==> config.mk <==
export PLATFORM = sky130hd
export DESIGN_NAME = mux_rr_arbiter
export DESIGN_NICKNAME = d
export VERILOG_FILES = /design/src/rtl/mux_rr_arbiter_pkg.sv /design/src/rtl/mux_rr_arbiter_mux_4_1.sv /design/src/rtl/mux_rr_arbiter_rr_pick4.sv /design/src/rtl/mux_rr_arbiter.sv
export SDC_FILE = /design/constraint.sdc
export NUM_CORES = 1
export LEC_CHECK = 0
export CORE_MARGIN = 2
export CORE_UTILIZATION = 35
export CTS_CLUSTER_SIZE = 10
export DETAILED_ROUTE_END_ITERATION = 16
export PLACE_DENSITY = 0.83
export SETUP_SLACK_MARGIN = 0.4
export SLEW_MARGIN = 20
export SYNTH_ARGS = -nofsm -noshare
export SYNTH_HDL_FRONTEND = slang
export SYNTH_SLANG_ARGS = --single-unit
==> constraint.sdc <==
create_clock -name clk -period 2.8 [get_ports clk]
set_clock_uncertainty 0.1 [all_clocks]
set_input_delay 0.56 -clock clk [delete_from_list [all_inputs] [get_ports clk]]
set_output_delay 0.56 -clock clk [all_outputs]
set_load 0.01 [all_outputs]
==> src/rtl/mux_rr_arbiter_pkg.sv <==
// rtl/mux_rr_arbiter_pkg.sv - shared state encodings, requester count and grant helper
package mux_rr_arbiter_pkg;

    localparam int NREQ = 4;

    typedef enum logic [1:0] {
        ST_IDLE   = 2'b00,
        ST_GRANT  = 2'b01,
        ST_LOCKED = 2'b10
    } arb_state_t;

    function automatic logic [NREQ-1:0] onehot4(input logic [1:0] idx);
        logic [NREQ-1:0] v;
        v = '0;
        v[idx] = 1'b1;
        return v;
    endfunction

endpackage

==> src/rtl/mux_rr_arbiter_mux_4_1.sv <==
// rtl/mux_rr_arbiter_mux_4_1.sv - single-bit 4:1 multiplexer used per data bit
module mux_4_1 (
    input  logic [3:0] i_in,
    input  logic [1:0] i_sel,
    output logic       o_out
);

    assign o_out = i_in[i_sel];

endmodule

==> src/rtl/mux_rr_arbiter_rr_pick4.sv <==
// rtl/mux_rr_arbiter_rr_pick4.sv - combinational round-robin pick of 4 requests starting after i_last
module rr_pick4 (
    input  logic [3:0] i_req,
    input  logic [1:0] i_last,
    output logic [1:0] o_idx,
    output logic       o_any
);

    logic [1:0] w_cand;

    // Walk from farthest to nearest so the nearest set request after i_last wins.
    always_comb begin
        o_idx  = i_last;
        w_cand = i_last;
        for (int k = 4; k >= 1; k--) begin
            w_cand = i_last + 2'(k);
            if (i_req[w_cand]) begin
                o_idx = w_cand;
            end
        end
    end

    assign o_any = |i_req;

endmodule

==> src/rtl/mux_rr_arbiter.sv <==
// rtl/mux_rr_arbiter.sv - round-robin arbiter sharing one DW-bit valid/ready channel among 4 requesters
// Optional burst locking is built when ARB_LOCK_EN is defined.
module mux_rr_arbiter
    import mux_rr_arbiter_pkg::*;
#(
    parameter int DW        = 8,
    parameter int BURST_MAX = 4
) (
    input  logic            clk,
    input  logic            rst_n,
    input  logic [3:0]      req,
    input  logic [3:0]      lock,
    input  logic [4*DW-1:0] in_data,
    output logic [3:0]      gnt,
    output logic [1:0]      sel,
    output logic            out_valid,
    output logic [DW-1:0]   out_data,
    input  logic            out_ready
);

    arb_state_t  r_state;
    logic [3:0]  r_gnt;
    logic [1:0]  r_sel;
    logic [1:0]  r_last;

    logic [1:0]  w_pick_last;
    logic [1:0]  w_idx;
    logic        w_any;
    logic        w_active;
    logic        w_xfer;
    logic        w_wd;
    logic        w_keep;

    assign gnt = r_gnt;
    assign sel = r_sel;

    // While granted, the current owner is the scan origin so it gets lowest priority.
    assign w_pick_last = (r_state == ST_IDLE) ? r_last : r_sel;

    rr_pick4 u_pick (
        .i_req  (req),
        .i_last (w_pick_last),
        .o_idx  (w_idx),
        .o_any  (w_any)
    );

    assign w_active  = (r_state != ST_IDLE);
    assign out_valid = w_active & req[r_sel];
    assign w_xfer    = out_valid & out_ready;
    assign w_wd      = w_active & ~req[r_sel];

    generate
        for (genvar b = 0; b < DW; b++) begin : g_mux
            mux_4_1 u_mux (
                .i_in  ({in_data[3*DW+b], in_data[2*DW+b], in_data[DW+b], in_data[b]}),
                .i_sel (r_sel),
                .o_out (out_data[b])
            );
        end
    endgenerate

`ifdef ARB_LOCK_EN
    localparam int CW = $clog2(BURST_MAX + 1);
    logic [CW-1:0] r_cnt;

    // Keep the grant only if this beat does not bring the burst to BURST_MAX.
    assign w_keep = w_xfer & lock[r_sel] & (r_cnt != CW'(BURST_MAX - 1));

    always_ff @(posedge clk) begin
        if (!rst_n) begin
            r_cnt <= '0;
        end else if (w_active && (w_xfer || w_wd)) begin
            r_cnt <= w_keep ? r_cnt + 1'b1 : '0;
        end
    end
`else
    assign w_keep = 1'b0;
`endif

    always_ff @(posedge clk) begin
        if (!rst_n) begin
            r_state <= ST_IDLE;
            r_gnt   <= '0;
            r_sel   <= 2'd0;
            r_last  <= 2'd3;
        end else begin
            case (r_state)
                ST_IDLE: begin
                    if (w_any) begin
                        r_gnt   <= onehot4(w_idx);
                        r_sel   <= w_idx;
                        r_state <= ST_GRANT;
                    end
                end
                default: begin
                    if (w_xfer || w_wd) begin
                        r_last <= r_sel;
                        if (w_keep) begin
                            r_state <= ST_LOCKED;
                        end else if (w_any) begin
                            r_gnt   <= onehot4(w_idx);
                            r_sel   <= w_idx;
                            r_state <= ST_GRANT;
                        end else begin
                            r_gnt   <= '0;
                            r_state <= ST_IDLE;
                        end
                    end
                end
            endcase
        end
    end

endmodule

# Word level (Yosys, flattened, before mapping)
# Cells that the tools add are included.
[totals]
reg_bits = 10
latch_bits = 0
ram_bits = 0
mem_bits_ro = 0
input_bits = 43
elab_cells = 68
n_memories = 0
[op_classes]
addsub = 3
multipliers = 0
div = 0
magnitude_cmp = 6
n_eq_ne = 1
shift = 0
mux = 41
bitwise_logic = 5
reduce_logical = 8
[ops]
columns = ["op", "count"]
rows = [
  ["binary-select mux 1 bit (select 2 bit)", 12],
  ["two-way mux 2 bit", 10],
  ["two-way mux 4 bit", 4],
  ["< comparator 2 x 3 -> 1 bit (second input constant)", 5],
  ["two-way mux 1 bit", 14],
  ["adder 2 bit (second input constant)", 2],
  ["AND reduction 2 bit", 2],
  ["nonzero test 2 bit", 2],
  ["OR reduction 4 bit", 1],
  ["AND 1 bit", 3],
  ["adder 2 x 1 -> 2 bit (second input constant)", 1],
  ["demux 1 bit (select 2 bit)", 1],
  ["greater-or-equal comparator 2 x 1 -> 1 bit (second input constant)", 1],
  ["zero test 2 bit", 1],
  ["!= test 2 x 1 -> 1 bit (second input constant)", 1],
  ["NOT 1 bit", 2],
  ["logical AND 1 bit", 1],
  ["logical OR 1 bit", 1],
]

# Depth between registers and ports, before layout
[depth]
ltp_word = 15
depth_mapped = 5
depth_no_buf = 5

# Cells and area by module
# Synthesis repeated with hierarchy kept, for this count alone.
[unflattened]
cells_unflattened = 71
area_unflattened_um2 = 723.2
[by_module_without_submodules]
columns = ["mod", "instances", "cells_per_inst", "area_per_inst_um2", "seq_area_each_um2"]
rows = [
  ["mux_rr_arbiter", 1, 51, 456.7, 180.2],
  ["mux_4_1", 8, 1, 22.5, 0.0],
  ["rr_pick4", 1, 12, 86.3, 0.0],
]

# Worst setup path after synthesis
# Ideal clock, no wire load.
[synth_path]
path_type = "flip-flop to output port"
from = "register r_sel[0], in the netlist sel[0]"
to = "output port out_data[0]"
t_arrival_ps = 1371
required_time_ps = 2140
slack_ps = 769
stages_incl_launch_ff = 4
path_buffers = 2
path_cell_list = "dfxtp_1 -> buf_2 -> mux4_2 -> buf_4"
[synth_via]
elab_chain_cells = 2
[synth_lines]
columns = ["element", "line_no", "text"]
rows = [
  ["start: declaration", "mux_rr_arbiter.sv:23", "logic [1:0] r_sel;"],
  ["start signal: assignment", "mux_rr_arbiter.sv:91", "r_sel <= w_idx;"],
  ["start signal: assignment", "mux_rr_arbiter.sv:102", "r_sel <= w_idx;"],
  ["binary-select mux 1 bit (select 2 bit)", "mux_rr_arbiter_mux_4_1.sv:8", "assign o_out = i_in[i_sel];"],
  ["two-way mux 1 bit (not written as such)", "mux_rr_arbiter_mux_4_1.sv:8", ""],
  ["end: declaration", "mux_rr_arbiter.sv:17", "output logic [DW-1:0] out_data,"],
]
# No other way between the ends. The select of a mux whose other input is x is not followed.

# Worst setup path after layout
[layout_path]
from = "input port in_data[22]"
to = "output port out_data[6]"
[layout_via]
elab_chain_cells = 2
[layout_lines]
columns = ["element", "line_no", "text"]
rows = [
  ["start: declaration", "mux_rr_arbiter.sv:13", "input logic [4*DW-1:0] in_data,"],
  ["binary-select mux 1 bit (select 2 bit)", "mux_rr_arbiter_mux_4_1.sv:8", ""],
  ["two-way mux 1 bit (not written as such)", "mux_rr_arbiter_mux_4_1.sv:8", ""],
]
# No other way between the ends. The select of a mux whose other input is x is not followed.

==> impl_metrics.py <==
metrics = {
    "outcome": {
        "status": "completed",
    },
    "yosys": {
        "yosys.area.top_type": "mux4_2",
        "ys_warn_count": 0,
        "mappedNetlistNets": 113,
        "synth_area_leaders": "mux4_2 (27%), dfxtp_1 (24%), buf_4 (8.0%), mux2i_1 (4.0%), a211oi_4 (2.7%)",
        "postSynthAreaPerCell_um2": 10.78,
        "synth-seq-cells": 9,
        "ys_seq_area_frac": 0.2388,
        "syn_inst": 70,
        "synth_top_area_share": 0.2687,
        "netlist_area_um2": 754.5,
        "ys_types": 30,
    },
    "cts": {
        "cts_hold_buf": 0,
        "cts_root_buffer": "clkbuf_4",
        "cts_tree": "done",
        "post_cts_buffers": 0,
        "cts-buffers-inserted": 3,
        "cts_buffer_depth": 2,
        "clk_latency_ns": 0.26,
        "path_clk_slew_ns": 0.06,
        "htree_num_levels": 1,
        "cts.sinks": 9,
    },
    "critical_path": {
        "worstReg2RegStart": "sel[0]$_SDFFE_PN0P_",
        "crit_path_max_fanout": 1,
        "slowest_delay_ns": 0.45,
        "crit_family": "buffers and inverters",
        "crit_buf_inv": 2,
        "critPathLaunchType": "input port",
        "cp.depth": 3,
        "path_class": "in -> out",
        "endpoint_kind": "output port",
        "path_cells": "clkdlybuf4s50_1, mux4_2, dlygate4sd2_1",
        "cp_slowest_cell": "mux4_2",
        "r2r_cells": 5,
        "endpoint": "out_data[6]",
        "r2r-end": "gnt[1]$_SDFFE_PN0P_",
        "cp_data_required_time_ns": 2.14,
        "reg2reg_slack_ns": 0.79,
        "cp.arrival_ns": 1.70,
        "critPathLaunch": "in_data[22]",
    },
    "cells_and_area": {
        "area.sequential_um2": 180.2,
        "drive_gt1_frac": 0.2016,
        "nets": 168,
        "n_antenna_cell": 0,
        "final.fill_count": 156,
        "instances_no_fill": 151,
        "area_delta_synth_final_pct": 77.11,
        "final_core_util": 0.6675,
        "multi_input_area_um2": 500.5,
    },
    "sta": {
        "fin_crit_ns": 2.362,
        "worst_slack_ns": 0.4382,
        "max_freq_mhz": 423.4,
        "hold_violations": 0,
        "min_period_over_period": 0.8435,
        "slew_viol_final": 0,
        "tns_ns": 0,
        "relSlewSlack": 0.7111,
        "rsz0062_at_grt": "false",
        "finalSetupViolCount": 0,
        "whs_ns": 0.3719,
        "tightest_slew_ns": 0.4212,
    },
    "placed_design": {
        "dp.cells": 147,
        "gp_congestion": 0.7458,
        "post-place-ws_ns": 0.03139,
        "hpwlAfterDp_um": 1782,
        "numPortBuffers": 53,
    },
    "routing": {
        "final_antenna_net_count": 0,
        "drc": 0,
        "route.vias.total": 754,
        "wl_per_cell_um": 14.49,
        "viasPerCell": 4.993,
        "firstDrtPassIters": 4,
        "totalWireLength_um": 2188,
        "drt_iter0_drc": 8,
    },
    "grt": {
        "grt_pass1_vias": 801,
        "grt_max_degree": 13,
        "grt_pass1_wl_um": 3650,
        "grt_usage": 0.1855,
        "antenna_found_initial": 0,
        "overflow": 0,
    },
    "pwr": {
        "leakagePower_uw": 0.0005457,
        "p_per_area_nw_per_um2": 411.8,
        "peakVddDrop_v": 0.0003326,
    },
    "job": {
        "max_cap_viol_count": 0,
    },
    "floorplanning": {
        "dieArea_um2": 2543,
        "start_util": 0.3769,
        "core_area_um2": 2002,
        "rows": 16,
        "die_x_um": 50.43,
        "ios": 58,
        "die_h_um": 50.43,
    },
    "min_path": {
        "min_from": "gnt[1]$_SDFFE_PN0P_",
        "hold_class": "reg -> reg",
    },
}
## timing repair
action | CTS | global route
hold endpoints to repair | 0 | 0
gates resized for setup | 10 | 12
setup endpoints to repair | 9 | 5
pin swaps | 0 | 0
cloned | 0 | 0
## logic make-up after synthesis
logic type,share of synthesized area
AOI/OAI and AO/OA,0.1774
DFF,0.2388
and+or+nand+nor,0.1393
buffers and inverters,0.1012
muxes,0.3433
## layout by cell type (no fill, tap or decap), types with 2 or more instances in the layout
master | synthesis | final
a21boi_0 | 2 | 2
a32oi_1 | 2 | 2
and2_1 | 3 | 2
buf_4 | 8 | 6
clkbuf_4 | 0 | 3
clkdlybuf4s15_1 | 0 | 5
clkdlybuf4s50_1 | 0 | 40
dfxtp_1 | 9 | 9
dlygate4sd2_1 | 0 | 3
dlymetal6s2s_1 | 0 | 4
inv_1 | 2 | 2
mux2i_1 | 3 | 3
mux4_2 | 9 | 9
nand2_1 | 4 | 4
nand2b_1 | 2 | 2
nor2_1 | 3 | 3
nor2b_1 | 3 | 3
o21ai_0 | 3 | 3
## metrics by stage
step,total power [uW],instance area [um^2]
floorplan,335.8,754.5
global placement,456.2,1303
detailed placement,463.8,1303
CTS,550.1,1319
global route,584.1,1336
finish,550.3,1336
## worst min-delay path by stage
stage / end / slack (ns) / cells after the start
3_5_place_dp: gnt[1]$_SDFFE_PN0P_ / 0.36 / 2
6_report: gnt[1]$_SDFFE_PN0P_ / 0.37 / 2
3_3_place_gp: gnt[1]$_SDFFE_PN0P_ / 0.35 / 2
5_1_grt: gnt[1]$_SDFFE_PN0P_ / 0.41 / 2
2_1_floorplan: r_last[1]$_SDFFE_PN1P_ / 0.34 / 2
4_1_cts: gnt[1]$_SDFFE_PN0P_ / 0.38 / 2
## cell type report
class                   instances  area share
clock buffers                   4     0.01966
inverters                       2    0.005618
multi-input cells              49      0.3745
flip-flops and latches          9      0.1348
well taps                      27     0.02528
repair buffers                 60      0.4401
## registers in the layout, indices dropped and copies added, names as in the netlist
register / count
r_state: 1
r_last: 2
sel: 2
gnt: 4
## worst min-delay path, stage by stage, from the launching register on
cell,delay [ns]
dfxtp_1,0.31
nand2_1,0.06
a21boi_1,0.06
## power breakdown
group / internal, uW / switching (uW) / total, uW
clock network: 55.0 / 46.5 / 101
logic: 181 / 111 / 292
registers: 144 / 11.9 / 156
## cells in the mapped netlist
library cell,n
dfxtp_1,9
mux4_2,9
buf_4,8
nand2_1,4
and2_1,3
mux2i_1,3
nor2_1,3
nor2b_1,3
o21ai_0,3
a21boi_0,2
a32oi_1,2
inv_1,2
nand2b_1,2
a211oi_1,1
a211oi_4,1
a21boi_1,1
a21boi_2,1
a21oi_1,1
and3_1,1
buf_2,1
clkbuf_1,1
mux2_2,1
mux2_4,1
o211a_1,1
o21bai_1,1
o2bb2ai_1,1
o32ai_1,1
or2_0,1
or3b_1,1
or4_1,1
## metal layers
layer | wire, um | vias up | track usage
met5 | 0 | - | 0
met3 | 158 | 3 | 0.03869
met4 | 19 | 0 | 0.04054
met2 | 1120 | 32 | 0.3377
li1 | - | 370 | -
met1 | 890 | 349 | 0.2228
(Power assumes the default switching activity.)
